$ cat config.mk
export PLATFORM = sky130hd
export DESIGN_NAME = sort_sequencer
export DESIGN_NICKNAME = d
export VERILOG_FILES = /design/src/rtl/sort_pkg.sv /design/src/rtl/sort_sequencer.sv
export SDC_FILE = /design/constraint.sdc
export NUM_CORES = 1
export LEC_CHECK = 0
export CAP_MARGIN = 20
export CORE_MARGIN = 2
export CORE_UTILIZATION = 58
export CTS_CLUSTER_DIAMETER = 30
export DETAILED_ROUTE_END_ITERATION = 6
export PLACE_DENSITY_LB_ADDON = 0.1
export SYNTH_ARGS = -nofsm -noshare
export SYNTH_HDL_FRONTEND = slang
export SYNTH_SLANG_ARGS = --single-unit
$ cat constraint.sdc
create_clock -name clk -period 6 [get_ports clk]
set_input_delay 1.2 -clock clk [delete_from_list [all_inputs] [get_ports clk]]
set_output_delay 1.2 -clock clk [all_outputs]
set_load 0.005 [all_outputs]
$ cat src/rtl/sort_pkg.sv
// Shared definitions for the sort sequencer and the sort data memory's reset image.
package sort_pkg;

    localparam int SORT_DATA_W    = 8;
    localparam int SORT_ADDR_W    = 4;
    localparam int SORT_BASE_ADDR = 0;
    localparam int SORT_LEN_ADDR  = 8;
    localparam int SORT_MAX_LAST  = 7;

    typedef enum logic [2:0] {
        IDLE,
        LOAD_LAST,
        READ_A,
        READ_B,
        WRITE_A,
        WRITE_B,
        STEP,
        FINISH
    } state_t;

endpackage

$ cat src/rtl/sort_sequencer.sv
// In-place ascending bubble sort master for the 16x8 sort memory.
// 3 cycles per compare, 5 with a swap; start is ignored unless IDLE.
module sort_sequencer
    import sort_pkg::*;
#(
    parameter int DATA_W    = SORT_DATA_W,
    parameter int ADDR_W    = SORT_ADDR_W,
    parameter int BASE_ADDR = SORT_BASE_ADDR,
    parameter int LEN_ADDR  = SORT_LEN_ADDR,
    parameter int MAX_LAST  = SORT_MAX_LAST
) (
    input  logic              clk,
    input  logic              reset,
    input  logic              start,
    input  logic [DATA_W-1:0] mem_rdata,
    output logic [ADDR_W-1:0] mem_raddr,
    output logic [ADDR_W-1:0] mem_waddr,
    output logic [DATA_W-1:0] mem_wdata,
    output logic              mem_we,
    output logic              busy,
    output logic              done,
    output logic [DATA_W-1:0] swap_count
);

    localparam logic [ADDR_W-1:0] BASE     = ADDR_W'(BASE_ADDR);
    localparam logic [ADDR_W-1:0] LEN      = ADDR_W'(LEN_ADDR);
    localparam logic [DATA_W-1:0] LIMIT    = DATA_W'(MAX_LAST);
    localparam logic [DATA_W-1:0] ALL_ONES = '1;

    state_t            state;
    logic [ADDR_W-1:0] i;
    logic [DATA_W-1:0] bound;
    logic [DATA_W-1:0] a;
    logic [DATA_W-1:0] b;
    logic              swapped;

    logic [ADDR_W-1:0] addr_a;
    logic [ADDR_W-1:0] addr_b;
    logic [DATA_W-1:0] last_clamped;
    logic [DATA_W:0]   i_inc;

    assign addr_a       = BASE + i;
    assign addr_b       = addr_a + ADDR_W'(1);
    assign last_clamped = (mem_rdata > LIMIT) ? LIMIT : mem_rdata;
    // Widened so the pass-end test cannot wrap when i is near its maximum.
    assign i_inc        = (DATA_W+1)'(i) + (DATA_W+1)'(1);

    always_ff @(posedge clk or negedge reset) begin
        if (!reset) begin
            state      <= IDLE;
            i          <= '0;
            bound      <= '0;
            a          <= '0;
            b          <= '0;
            swapped    <= 1'b0;
            swap_count <= '0;
        end else begin
            case (state)
                IDLE: begin
                    if (start) begin
                        swap_count <= '0;
                        state      <= LOAD_LAST;
                    end
                end
                LOAD_LAST: begin
                    bound   <= last_clamped;
                    i       <= '0;
                    swapped <= 1'b0;
                    state   <= (last_clamped == '0) ? FINISH : READ_A;
                end
                READ_A: begin
                    a     <= mem_rdata;
                    state <= READ_B;
                end
                READ_B: begin
                    b     <= mem_rdata;
                    state <= (a > mem_rdata) ? WRITE_A : STEP;
                end
                WRITE_A: state <= WRITE_B;
                WRITE_B: begin
                    swapped <= 1'b1;
                    if (swap_count != ALL_ONES)
                        swap_count <= swap_count + DATA_W'(1);
                    state <= STEP;
                end
                STEP: begin
                    if (i_inc < {1'b0, bound}) begin
                        i     <= i + ADDR_W'(1);
                        state <= READ_A;
                    end else if (!swapped || bound == DATA_W'(1)) begin
                        state <= FINISH;
                    end else begin
                        bound   <= bound - DATA_W'(1);
                        i       <= '0;
                        swapped <= 1'b0;
                        state   <= READ_A;
                    end
                end
                FINISH:  state <= IDLE;
                default: state <= IDLE;
            endcase
        end
    end

    always_comb begin
        mem_raddr = '0;
        mem_waddr = '0;
        mem_wdata = '0;
        mem_we    = 1'b0;
        done      = 1'b0;
        case (state)
            LOAD_LAST: mem_raddr = LEN;
            READ_A:    mem_raddr = addr_a;
            READ_B:    mem_raddr = addr_b;
            WRITE_A: begin
                mem_we    = 1'b1;
                mem_waddr = addr_a;
                mem_wdata = b;
            end
            WRITE_B: begin
                mem_we    = 1'b1;
                mem_waddr = addr_b;
                mem_wdata = a;
            end
            FINISH:  done = 1'b1;
            default: ;
        endcase
    end

    assign busy = (state != IDLE);

endmodule

Word-level counts from Yosys, hierarchy flattened:

Cells that the tools add are included.

* add/sub/neg operators: 4
* order comparisons: 3
* eq/ne operators: 14
* multiplexer cells: 24
* reduce and logical (&&, ||, !) cells: 13

Operators with widths (number)
* 8-bit one-hot mux with 2 select lines: 3
* 8-bit two-way mux: 5
* 3-bit one-hot mux with 8 select lines: 1
* 4-bit one-hot mux with 2 select lines: 2
* 3-bit equality test (second input constant): 4
* 3-bit two-way mux: 4
* 4-bit one-hot mux with 3 select lines: 1
* 3-bit AND reduction: 3
* 8-bit by 1-bit adder with 8-bit output (second input constant): 1
* 8-bit by 1-bit equality test with 1-bit output (second input constant): 1
* 8-bit by 3-bit greater-than comparator with 1-bit output (second input constant): 1
* 8-bit greater-than comparator: 1
* 8-bit zero test: 1
* 5-bit by 8-bit < comparator with 1-bit output: 1
* 4-bit two-way mux: 2
* 2-bit inequality test (second input constant): 4
* 8-bit inequality test (second input constant): 1
* 8-bit by 1-bit subtractor with 8-bit output (second input constant): 1
* 3-bit by 2-bit equality test with 1-bit output (second input constant): 2
* 3-bit nonzero test: 2
* 4-bit by 1-bit adder with 5-bit output (second input constant): 1
* 4-bit by 1-bit adder with 4-bit output (second input constant): 1
* 1-bit two-way mux: 4
* 2-bit nonzero test: 2
* other kinds (9): 9

* flip-flop bits (word level): 40

Logic depth before layout (Yosys ltp):

* depth in word-level cells: 5
* depth in mapped cells: 10
* depth with buffers taken out: 9

Worst setup path after synthesis:

OpenSTA, ideal clock, no wires.

* kind: reg2out
* start: reg state[0]
* end: out mem_raddr[0]
* data arrival time: 1.323 ns
* required time: 4.800 ns
* path slack: 3.477 ns
* stages on the path, launching flop included: 7
* buffers on the path: 3
* cells stage by stage: dfrtp_1 buf_6 clkbuf_1 nor2_1 buf_1 nand2_1 o21ai_0

* cells in the longest elaborated chain, start to end: 2
* elaborated cells between the ends (all ways): 4
* classes of those cells: 3 x eq/ne; 1 x mux

RTL lines
* start, declared: line sort_sequencer.sv:30 `state_t state;`
* start signal, assigned: line sort_sequencer.sv:69 `state <= (last_clamped == '0) ? FINISH : READ_A;`
* start signal, assigned: line sort_sequencer.sv:77 `state <= (a > mem_rdata) ? WRITE_A : STEP;`
* 3-bit by 2-bit equality test with 1-bit output / 3-bit by 1-bit equality test with 1-bit output (equally long branches): line sort_sequencer.sv:111 `case (state)`
* 4-bit one-hot mux with 3 select lines (*): line sort_sequencer.sv:111
* end, declared: line sort_sequencer.sv:16 `output logic [ADDR_W-1:0] mem_raddr,`

Every way passes the cells marked *; elsewhere a longest branch is shown, timed or not.

Worst setup path in the final report:

Ends and elaborated chain as after synthesis.

==> impl_results.md <==
* Run status: completed
* Setup TNS at 0 ns
* Min-delay worst type: reg2reg
* HPWL after detailed placement at around 3700 µm
* Iter 0 DRT Violations at between 100 and 150
* DR WL/cell at roughly 15 µm
* Slowest CP cell: dfrtp_1
* Layout cell share with drive strength beyond 1 at 9.901%
* Worst path cell trace: nand3b_1, o21ai_0, clkdlybuf4s50_1
* Placed cells at around 350
* Pre-antenna DRT Iters at 4
* Crit-path max FO at 27
* Syn Area/Cell at about 9.3 µm²
* Final WL at 5119 µm
* CTS Buf Count at 5
* # IOs at 38
* Setup CP Type: reg2out
* Dominant cell by count in the synthesized netlist: dfrtp_1
* P&R area growth vs syn at 18.78%
* Core area at around 4100 µm²
* PortBufs at 37
* Overflow after GRT at 0
* Post-synthesis sequential area ratio at about two fifths
* DR WL met2 at roughly 2300 µm
* Final Slew Violations at 0
* Critical Path Source Type: flip-flop
* DRC at 0
* Yosys top cell by area: dfrtp_1
* Top FF cell, synth: dfrtp_1
* Tcrit/Tclk final at between 60 and 70%
* DR top layer: met4
* Syn Inst Count at ~270
* Post-layout net count at 329
* Clock sink count at 40
* Met3 Wirelength at ~230 µm
* Clock-pin slew on the worst setup and hold paths at roughly 0.08 ns
* Post-route insts no fill at roughly 350
* Vias in the first global route at 1978
* Row count at 23
* PwrDens at ~430 nW/µm²
* CTS tree: done
* Max cap viols at 0
* Clock tree buffer depth at 2
* Worst-Margin Slew at 0.9848 ns
* Die ar. at between 4000 and 5000 µm²
* Top cells by area, synth: dfrtp_1, ha_1, mux2i_1
* Post-CTS Setup Repair Bufs at 0
* Post-synth top area share at between 40% and 50%
* Worst path required time at between 4 and 5 ns
* Max H-tree Level at 2
* Met1 wire length at ~2500 µm
* RSZ-0062 raised after global routing: no
* CTS Hold Bufs at 0
* FF+latch count, synth at 40
* Setup-failing EPs final at 0
* Final hold viol count at 0
* Critical path arrival at slightly below 3 ns
* Pleak at roughly 0.0013 µW
* Max-slew headroom at 34.35%
* Skew-Pair Late Insertion Delay at around 0.30 ns
* Vias at between 2k and 2.5k
* EDFF count, synth at 0
* Post-CTS sizing at 0
* Setup crit end kind: output pin
* Syn Nets at between 200 and 300
* Maximum VDD drop at 261.8 µV
* Cell family with most CP delay: flip-flops
* Post-DR vias/cell at between 5 and 6
* Mapped Area at about 2500 µm²
* Synth cell count leaders: dfrtp_1, nand2_1, nor2_1, inv_1, o21ai_0
* Routability cong. at approximately 0.8
* Die height at approximately 70 µm
* Initial antenna violation count at 0
* Clock root cell: clkbuf_8
* Die width at between 60 and 70 µm
* FILL cells at roughly 320
* CP max stage delay at 1.00 ns
* Largest net degree at the start of global routing at slightly above 40
* Fmax at approximately 0.24 GHz
* Final min period at between 4 and 5 ns
* Final ANT Viol Nets at 0
* R2r setup slk at roughly 3.1 ns
* First-pass GRT wire length at between 8000 and 9000 µm
* Ys async rst share at 100.0%
* Unique masters post-synth at 54
* WP buf/inv at 1
* Total GRT Usage at between 20% and 30%
* Initial core utilization at 61.15%
* Ys Warns at 0
* Diode count at 0
* Clock Skews at 0.009835 ns
-- layout by cell type (no fill, tap or decap), drive strengths merged, types with 5 or more instances in the layout --
master and count:
nor2b 7, a31oi 5, nand4 7, mux2i 11
mux2 9, inv 20, nor2 26, nor3 9
o21ai 20, a21oi 8, nand2 27, clkdlybuf4s50 36
dfrtp 40, clkbuf 6, ha 16
-- cell families after synthesis --
| family | synth area share (%) |
|---|---|
| AO/OA/AOI/OAI | 15.07 |
| XOR/XNOR | 2.454 |
| adder cells (fa/ha/maj) | 8.012 |
| buffers and inverters | 5.058 |
| flip-flops | 40.06 |
| multiplexers | 8.463 |
| AND/OR/NAND/NOR | 20.88 |
-- layer usage --
metal / up-vias / GRT usage (%)
li1: 1018 / -
met1: 956 / 31.25
met2: 50 / 36.65
met3: 7 / 3.924
met4: 0 / 8.547
met5: - / 0
-- report_power, final --
part           leakage (µW)  total, µW  internal, µW  switching (µW)
Clock             0.0000510        191          91.8            99.2
Combinational      0.000779        599           311             288
Sequential         0.000505        497           367             130
-- stage by stage --
| stage | utilization, % | power, µW | worst slack, ns | cell area (µm²) | hold slack [ns] |
|---|---|---|---|---|---|
| final | 72.63 | 1287 | 1.867 | 2968 | 0.4825 |
| after global placement | 70.36 | 1085 | 2.269 | 2875 | 0.4612 |
| after floorplan | - | 914.0 | 3.477 | 2499 | 0.4492 |
| after detailed placement | 70.36 | 1102 | 2.223 | 2875 | 0.4702 |
| after global routing | 72.63 | 1396 | 1.633 | 2968 | 0.5192 |
| after CTS | 72.63 | 1293 | 1.880 | 2968 | 0.4884 |
-- worst reg2reg max path: cells and delay by family, from the launching register on --
family	cells	cell delay [ns]
mux	1	0.31
compound gates	3	0.91
simple gates	3	0.63
fa+ha+maj	2	0.46
flops	1	0.48
-- path summary, 6_finish.rpt --
kind	startpoint	end	depth (start not counted)
min in group asynchronous	reset	bound[2]	1
max in group asynchronous	reset	b[6]	1
hold reg to reg	b[2]	b[2]	2
hold / removal	b[2]	b[2]	2
setup / recovery	state[0]	mem_raddr[0]	3
setup reg to reg	i[0]	i[0]	9
-- layout make-up --
cell class                 instances  area (µm²)  area share [%]
tap                               50       62.56           2.108
inverter                          20       75.07           2.530
clock inverter                     2       10.01          0.3373
sequential                        40        1001           33.73
multi-input combinational        198        1371           46.21
clock buffer                       6       82.58           2.782
timing repair buffer              37       365.4           12.31
-- sequential cells by signal (all words and copies together) (netlist names) --
name,count
bound,8
state,3
b,8
a,8
swapped,1
swap_count,8
i,4
No activity file was read; power rests on OpenSTA's default activity.
